<file path="src/rtl/sixteen_bit_1_to_8_demux_bank.sv">
// Bank of eight 16-bit registers written through a 1-to-8 demux, with a
// sequential clear sweep. The registered entries feed the inputs of an 8-to-1 mux.
module sixteen_bit_1_to_8_demux_bank #(
  parameter logic [15:0] RESET_VAL = 16'h0000
) (
  input  logic        clk,
  input  logic        rst_n,
  input  logic        wr_valid,
  output logic        wr_ready,
  input  logic [2:0]  wr_sel,
  input  logic [15:0] wr_data,
  output logic        wr_done,
  input  logic        clr_req,
  output logic        busy,
  output logic [15:0] out0,
  output logic [15:0] out1,
  output logic [15:0] out2,
  output logic [15:0] out3,
  output logic [15:0] out4,
  output logic [15:0] out5,
  output logic [15:0] out6,
  output logic [15:0] out7
);

  localparam int unsigned DW   = 16;
  localparam int unsigned NREG = 8;
  localparam int unsigned IW   = 3;

  typedef enum logic {
    IDLE  = 1'b0,
    CLEAR = 1'b1
  } state_t;

  state_t          state_q, state_d;
  logic [IW-1:0]   clr_idx_q, clr_idx_d;
  logic [DW-1:0]   mem_q [NREG];
  logic [DW-1:0]   mem_d [NREG];
  logic            wr_done_q, wr_done_d;

  // Next state: a clear request wins over a write; the sweep clears one entry per cycle
  always_comb begin
    state_d   = state_q;
    clr_idx_d = clr_idx_q;
    mem_d     = mem_q;
    wr_done_d = 1'b0;
    wr_ready  = (state_q == IDLE) && !clr_req;
    case (state_q)
      IDLE: begin
        if (clr_req) begin
          state_d   = CLEAR;
          clr_idx_d = '0;
        end else if (wr_valid) begin
          mem_d[wr_sel] = wr_data;
          wr_done_d     = 1'b1;
        end
      end
      CLEAR: begin
        mem_d[clr_idx_q] = RESET_VAL;
        clr_idx_d        = clr_idx_q + IW'(1);
        if (clr_idx_q == IW'(NREG - 1)) begin
          state_d = IDLE;
        end
      end
      default: begin
        state_d   = IDLE;
        clr_idx_d = '0;
      end
    endcase
  end

  // State, counter and register bank
  always_ff @(posedge clk or negedge rst_n) begin
    if (!rst_n) begin
      state_q   <= IDLE;
      clr_idx_q <= '0;
      wr_done_q <= 1'b0;
      for (int i = 0; i < int'(NREG); i++) begin
        mem_q[i] <= RESET_VAL;
      end
    end else begin
      state_q   <= state_d;
      clr_idx_q <= clr_idx_d;
      wr_done_q <= wr_done_d;
      for (int i = 0; i < int'(NREG); i++) begin
        mem_q[i] <= mem_d[i];
      end
    end
  end

  assign wr_done = wr_done_q;
  assign busy    = (state_q == CLEAR);

  assign out0 = mem_q[0];
  assign out1 = mem_q[1];
  assign out2 = mem_q[2];
  assign out3 = mem_q[3];
  assign out4 = mem_q[4];
  assign out5 = mem_q[5];
  assign out6 = mem_q[6];
  assign out7 = mem_q[7];

endmodule

</file>
<file path="config.mk">
export PLATFORM = sky130hd
export DESIGN_NAME = sixteen_bit_1_to_8_demux_bank
export DESIGN_NICKNAME = d
export VERILOG_FILES = /design/src/rtl/sixteen_bit_1_to_8_demux_bank.sv
export SDC_FILE = /design/constraint.sdc
export NUM_CORES = 1
export LEC_CHECK = 0
export BUFFER_PORTS_ARGS = -buffer_cell sky130_fd_sc_hd__clkbuf_2
export CORE_MARGIN = 2
export CORE_UTILIZATION = 56
export DETAILED_ROUTE_END_ITERATION = 10
export PLACE_DENSITY = 0.88
export SLEW_MARGIN = 25
export SYNTH_ARGS = -nofsm -noshare
export SYNTH_HDL_FRONTEND = slang
export SYNTH_SLANG_ARGS = --single-unit
</file>
<file path="constraint.sdc">
create_clock -name clk -period 2.6 [get_ports clk]
set_clock_uncertainty 0.1 [all_clocks]
set_input_delay 0.26 -clock clk [delete_from_list [all_inputs] [get_ports clk]]
set_output_delay 0.26 -clock clk [all_outputs]
set_load 0.02 [all_outputs]
</file>
==> out/qor.yml, run 1 <==
post-route-period-util_pct: 79.55
grt_max_degree: 83
fin_setup_tns_ps: 0
totalWireLength_um: 14890
post_cts_resized: 0
arrival_ps: 1710
ys_ff_latch: 133
clk_path_buf_depth: 2
critical_path_class: "register to output pin"
grt_antenna_before_repair: 0
outcome: "complete, no violations"
p_per_area_nw_per_um2: 1116
syn_avg_cell_area_um2: 12.09
grt_overflow: 0
p_int_uw: 4811
ioPinCount: 154
htree_levels: 4
relSlewSlack_pct: 47.45
drcViolationCount: 0
worstPathRequired_ps: 2240
rows: 36
yosys.area_share.simple_pct: 12.19
die_h_um: 103.7
worstRegToRegCells: 3
p_leak_uw: 0.004205
routed-via-count: 4239
layout.cells.most_common: "clkbuf_2"
min_path_cells: 3
fmax_ghz: 0.4835
nNetsFinal: 642
rsz0062_at_grt: "false"
grt_pass1_vias: 4382
syn2layout_area_growth_pct: 26.16
muxShareOfSynthArea_pct: 23.23
synth_compound_area_share_pct: 0.4049
clkTransAtPathRegs_ps: 60
path_max_fanout: 16
dr.pass1.iters: 5
grt_pass1_wl_um: 23890
dieArea_um2: 10750
drtIter0Drc: 251
start_util_pct: 57.18
syn_area_um2: 5563
vias_per_cell: 5.556
drive_gt1_share_pct: 32.38
clock-sinks: 133
ant_nets: 0
yosysWarnings: 0
dpl_cell_area_um2: 6412
power_frac_clock_pct: 30.0
hpwl_um: 9760
swShare_pct: 38.58
min_path_type: "input pin to register"
fin_crit_ps: 2068
power_switching_uw: 3022
synth_cells: 460
hold_violations: 0
post-cts-setup-buffer-count: 0
cp-start-kind: "register"
slew_violations: 0
synth_cell_type_count: 26
final_cell_area_um2: 7018
comb_power_share_pct: 30.7
vdd_ir_drop_max_mv: 0.5329
numCtsBuffers: 17
root_buffer: "clkbuf_8"
routabilityCongestion: 0.8148
drv_cap: 0
cts_hold_buffers: 2
setup_violations: 0
synth_nets: 485
yosysSeqAreaShare_pct: 59.83
synth_top_family_by_area: "multiplexers"
worst_skew_pair.late_latency_ps: 520
endpoint_kind: "output pin"
fp.dieW_um: 103.7
wl_per_cell_um: 19.52
final_cell_mix: "152 x clkbuf_2, 133 x dfrtp_1, 128 x nand2_1, 128 x mux2i_1"
synth_xor_area_share_pct: 0
core_um2: 9729
diodes: 0
cts_tree: "done"
tightest_slew_ps: 784.1
grt_usage_pct: 28.80
seqPwrFrac_pct: 39.3
io_buffers: 153
synth_fa_ha_area_share_pct: 0.4498
-- metal layers --
| metal | share of wire [%] | global-route usage [%] |
|---|---|---|
| met5 | 0 | 0 |
| met2 | 50 | 47.59 |
| met3 | 8.3 | 8.622 |
| met4 | 2.8 | 10.52 |
| met1 | 39 | 36.23 |
-- path summary, 6_finish.rpt --
path	start	endpoint	slack (ps)
worst max-delay path	busy$_DFF_PN0_	wr_ready	530
worst min-delay path	clr_req	busy$_DFF_PN0_	70
worst max register to register	busy$_DFF_PN0_	out6[2]$_DFFE_PN0P_	570
worst min register to register	out1[1]$_DFFE_PN0P_	out1[1]$_DFFE_PN0P_	430
max in group asynchronous	rst_n	out5[11]$_DFFE_PN0P_	1340
min in group asynchronous	rst_n	out3[9]$_DFFE_PN0P_	250
-- cells by family (layout without fill, tap and decap cells) --
group,Yosys count,count (layout)
simple gates,151,151
flops,133,133
mux,129,129
buf+inv,42,212
compound gates,3,3
fa+ha+maj,2,2
-- flip-flops by register name (all words and copies together), names as in the netlist --
register,count
busy,1
clr_idx_q,3
out0,16
out1,16
out2,16
out3,16
out4,16
out5,16
out6,16
out7,16
wr_done,1
-- worst max-delay path, cell delays in order (launching register included) --
cell,delay (ps)
dfrtp_1,560
nor2_1,380
clkbuf_2,240
-- synthesized netlist by cell type, drive strengths merged --
library cell / instances / area [um^2]
a21oi: 1 / 5.000
a22o: 2 / 17.52
and2: 1 / 6.260
and3: 2 / 17.52
and4bb: 1 / 16.27
buf: 16 / 118.9
clkbuf: 10 / 37.54
dfrtp: 133 / 3328
ha: 2 / 25.02
inv: 16 / 60.06
mux2: 1 / 11.26
mux2i: 128 / 1281
nand2: 134 / 518.0
nand4: 1 / 6.260
nand4b: 3 / 26.28
nand4bb: 2 / 22.52
nor2: 2 / 7.510
nor2b: 2 / 12.51
nor4b: 1 / 23.77
or4b: 1 / 10.01
or4bb: 1 / 11.26
-- per-stage QoR --
stage                     worst slack [ps]  hold WS [ps]  instances  util [%]  total power (uW)
after global placement               758.9         238.4        729     65.91              5357
after CTS                            550.0         45.07        763     72.13              7834
after detailed placement             660.7         245.1        729     65.91              5470
after global routing                 387.7         71.55        763     72.13              8191
after floorplan                      782.8        -135.6        460         -              4531
final                                531.6         66.94        763     72.13              7833
-- power by group through the flow --
stage	Combinational [uW]	Sequential [uW]	Clock, uW
global placement	2290	3060	0
CTS	2410	3070	2350
floorplan	877	3650	0
finish	2400	3080	2350
detailed placement	2380	3080	0
global route	2600	3140	2450
-- area by class of cell --
class	count	area (um^2)
sequential	133	3328
fill	672	2711
multi-input combinational	285	2018
timing repair buffer	164	859.6
clock buffer	17	414.1
clock inverter	15	171.4
tap	133	166.4
inverter	16	60.06
No activity file was read; power rests on OpenSTA's default activity.
==> run 2, diff against run 1 <==
CORE_UTILIZATION = 52   (was 56)
PLACE_DENSITY = 0.82   (was 0.88)
clock period = 2.15 ns   (was 2.6 ns; I/O delays follow)
==> out/qor.yml, run 2 (synthesized netlist as in run 1, its figures left out) <==
endpoint_kind: "register"
rrSetupSlack_ps: 160
root_buffer: "clkbuf_8"
path_max_fanout: 16
hold_ws_ps: -5.138
min_path_cells: 3
die_h_um: 107.4
grt_pass1_vias: 4169
path_buf_inv: 1
tightest_slew_ps: 591.0
worstSetupPathDepth: 4
post-cts-setup-buffer-count: 0
r2r_start: "busy$_DFF_PN0_"
power_switching_uw: 3493
outcome: "finished, violations left"
slowest_stage: "dfrtp_1"
numCtsBuffers: 17
ant_nets: 0
total_power_uw: 9654
grt_usage_pct: 26.34
hpwl_um: 9900
routed-wl-met3_um: 713
clk_path_buf_depth: 2
grt_antenna_before_repair: 0
fillers: 791
cp-start-kind: "register"
grt_max_degree: 62
violations: "hold timing"
multi_input_area_um2: 2021
htree_levels: 4
swShare_pct: 36.18
final_cell_mix: "152 x clkbuf_2, 133 x dfrtp_1, 128 x nand2_1, 128 x mux2i_1"
crit_end: "out6[6]$_DFFE_PN0P_"
arrival_ps: 2330
syn2layout_area_growth_pct: 27.67
place_ws_ps: 190.0
p_int_uw: 6161
drcViolationCount: 0
wl_per_cell_um: 18.90
nNetsFinal: 645
path_delay_family: "simple AND/OR/NAND/NOR gates"
seqPwrFrac_pct: 38.3
crit_path_max_incr_delay_ps: 570
rows: 37
io_buffers: 153
fmax_ghz: 0.5014
path_cells: "nor4b_4 -> and3_1 -> buf_4 -> mux2i_1"
post-route-period-util_pct: 92.77
critical_path_class: "register to register"
ioPinCount: 154
worstRegToRegCells: 4
diodes: 0
power_frac_clock_pct: 31.6
dieArea_um2: 11540
hold_violations: 1
slew_violations: 0
grt_overflow: 0
worstPathRequired_ps: 2490
core_um2: 10370
vias_per_cell: 5.273
dpl_cell_area_um2: 6444
drtIter0Drc: 263
min_path_type: "input pin to register"
p_per_area_nw_per_um2: 1359
wl_met2_um: 7229
start_util_pct: 53.64
fin_setup_tns_ps: 0
rsz0062_at_grt: "false"
wl_met1_um: 6206
comb_power_share_pct: 30.1
drive_gt1_share_pct: 32.23
clkTransAtPathRegs_ps: 60
r2r-end: "out6[6]$_DFFE_PN0P_"
worst_skew_pair.late_latency_ps: 520
p_leak_uw: 0.004244
top_layer: "met4"
totalWireLength_um: 14530
layout.cells.most_common: "clkbuf_2"
drv_cap: 0
fp.dieW_um: 107.4
relSlewSlack_pct: 60.60
fin_crit_ps: 1995
setup_violations: 0
seq_area_um2: 3328
grt_pass1_wl_um: 22490
cts_tree: "done"
dr.pass1.iters: 4
startpoint: "busy$_DFF_PN0_"
routabilityCongestion: 0.8012
final_cell_area_um2: 7102
vdd_ir_drop_max_mv: 0.5742
routed-via-count: 4055
setup_ws_ps: 155.5
clock-sinks: 133
## run 2: how the worst min path moves through the flow
stage                from             endpoint
3_5_place_dp        rst_n  out6[1]$_DFFE_PN0P_
6_report          clr_req       busy$_DFF_PN0_
4_1_cts        wr_data[4]  out1[4]$_DFFE_PN0P_
2_1_floorplan       rst_n       busy$_DFF_PN0_
5_1_grt           clr_req       busy$_DFF_PN0_
3_3_place_gp        rst_n  out0[0]$_DFFE_PN0P_
## run 2: worst min-delay path, stage by stage
cell and delay [ps]:
clkbuf_2 140, nor2_2 90, a21oi_1 130
## run 2: layout make-up
cell class,instances,area share (%)
multi-input combinational,285,28.45
inverter,16,0.8457
clock buffer,24,6.765
sequential,133,46.86
clock inverter,8,2.044
timing repair buffer,167,12.63
tap,136,2.396
## run 2: what timing repair did
item / CTS / global route
gates resized for setup: 0 / 1
setup endpoints to repair: 0 / 1
hold buffers: 3 / 0
endpoints found under the hold margin: 61 / 0
## run 2: metal layers
layer,vias up,global-route usage [%]
li1,1845,-
met2,137,42.90
met3,28,5.327
met5,-,0
met4,0,11.72
met1,2045,34.33
## run 2: power by group through the flow
stage,sequential [uW],combinational [uW],clock (uW)
after floorplan,4420,1060,0
after global placement,3680,2820,0
after detailed placement,3720,2920,0
after CTS,3680,2940,3080
after global routing,3770,3160,3180
final,3690,2910,3050
## run 2: stage by stage
stage,utilization (%),std cells
2_1_floorplan,-,460
3_3_place_gp,62.14,734
3_5_place_dp,62.14,734
4_1_cts,68.46,769
5_1_grt,68.48,769
6_report,68.48,769
==> run 3, diff against run 2 <==
SETUP_SLACK_MARGIN = 0.4   (was unset)
==> out/qor.yml, run 3 (synthesized netlist as in run 1, its figures left out) <==
drive_gt1_share_pct: 33.44
worstPathRequired_ps: 2470
clkTransAtPathRegs_ps: 60
fin_util_pct: 68.46
numCtsBuffers: 17
worst_skew_pair.late_latency_ps: 520
routed-via-count: 4038
htree_levels: 4
drv_cap: 0
dr.pass1.iters: 7
grt_overflow: 0
final_cell_mix: "152 x clkbuf_2, 132 x dfrtp_1, 128 x nand2_1, 128 x mux2i_1, 17 x clkbuf_16"
drcViolationCount: 0
cts_tree: "done"
min-delay-start: "wr_data[14]"
die_h_um: 107.4
dieArea_um2: 11540
p_per_area_nw_per_um2: 1308
totalWireLength_um: 14330
clk_path_buf_depth: 2
fin_crit_ps: 1785
wl_per_cell_um: 18.53
relSlewSlack_pct: 64.35
vias_per_cell: 5.224
routabilityCongestion: 0.7763
io_buffers: 153
vdd_ir_drop_max_mv: 0.7868
r2r-end: "out2[12]$_DFFE_PN0P_"
hpwl_um: 9836
min_path_cells: 3
min_path_type: "input pin to register"
tightest_slew_ps: 532.9
arrival_ps: 2100
rrSetupSlack_ps: 370
startpoint: "busy$_DFF_PN0_"
layout.cells.most_common: "clkbuf_2"
grt_pass1_wl_um: 22580
core_um2: 10370
worstRegToRegCells: 4
fp.dieW_um: 107.4
rows: 37
clock-sinks: 133
hold_end: "out7[14]$_DFFE_PN0P_"
grt_usage_pct: 25.86
ant_nets: 0
fmax_ghz: 0.5602
syn2layout_area_growth_pct: 27.62
endpoint_kind: "register"
grt_pass1_vias: 4201
fin_setup_tns_ps: 0
setup_violations: 0
drtIter0Drc: 223
outcome: "complete, no violations"
post-route-period-util_pct: 83.02
ioPinCount: 154
nNetsFinal: 649
start_util_pct: 53.64
critical_path_class: "register to register"
cp-start-kind: "register"
p_leak_uw: 0.004239
hold_violations: 0
r2r_start: "busy$_DFF_PN0_"
root_buffer: "clkbuf_8"
path_max_fanout: 16
diodes: 0
rsz0062_at_grt: "true"
dpl_cell_area_um2: 6450
final_cell_area_um2: 7099
grt_antenna_before_repair: 0
slew_violations: 0
grt_max_degree: 51
==> run 3: cell count changes in the layout (fill, tap and decap cells not counted), sizes merged <==
cell         delta
clkinv          +8
clkbuf          -4
bufinv          -3
buf             +2
dlygate4sd3     +1
==> run 3: per-stage QoR <==
stage | total power, uW | setup WS [ps] | instances | hold WS (ps)
floorplan | 5482 | 389.9 | 460 | -180.6
global placement | 6501 | 394.4 | 733 | 82.77
detailed placement | 6630 | 331.8 | 733 | 88.53
CTS | 9312 | 424.1 | 771 | 18.55
global route | 9765 | 297.0 | 773 | 53.96
finish | 9287 | 365.0 | 773 | 34.66
==> run 3: area by class of cell <==
class | instances | area (um^2)
inverter | 16 | 60.06
sequential | 133 | 3329
clock buffer | 19 | 431.7
tap | 136 | 170.2
multi-input combinational | 285 | 2038
timing repair buffer | 171 | 959.7
clock inverter | 13 | 110.1
fill | 787 | 3271
==> run 3: power breakdown <==
group | internal (uW) | total (uW) | switching, uW | leakage, uW
clock | 1550 | 2630 | 1070 | 0.000267
sequential | 3200 | 3700 | 499 | 0.00182
combinational | 1010 | 2960 | 1960 | 0.00215
total | 5760 | 9290 | 3530 | 0.00424
==> run 3: worst max path at each step <==
stage | depth (start not counted) | to | slack [ps]
after global placement | 3 | out2[0]$_DFFE_PN0P_ | 390
after floorplan | 6 | out7[10]$_DFFE_PN0P_ | 390
after global routing | 4 | out2[12]$_DFFE_PN0P_ | 300
after detailed placement | 4 | out6[8]$_DFFE_PN0P_ | 330
after CTS | 3 | out0[3]$_DFFE_PN0P_ | 420
final | 4 | out2[12]$_DFFE_PN0P_ | 370
==> run 3: per-layer routing <==
metal  part of all wire (%)  track usage (%)
met1                     42            34.43
met2                     52            42.72
met3                    5.1            5.508
met4                    1.4            8.242
met5                      0                0
==> run 3: critical path: stages, from the launching register on <==
cell     delay [ps]
dfrtp_2         460
nor4b_4         270
buf_4           180
nand2_2         310
mux2i_1         360
==> run 3: what timing repair did <==
item,4_1_cts,5_1_grt
hold buffers,4,0
resized for setup,5,0
setup endpoints to repair,65,58
pin swaps,1,2
buffers inserted,2,1
gates cloned,0,1
hold endpoints to repair,110,0
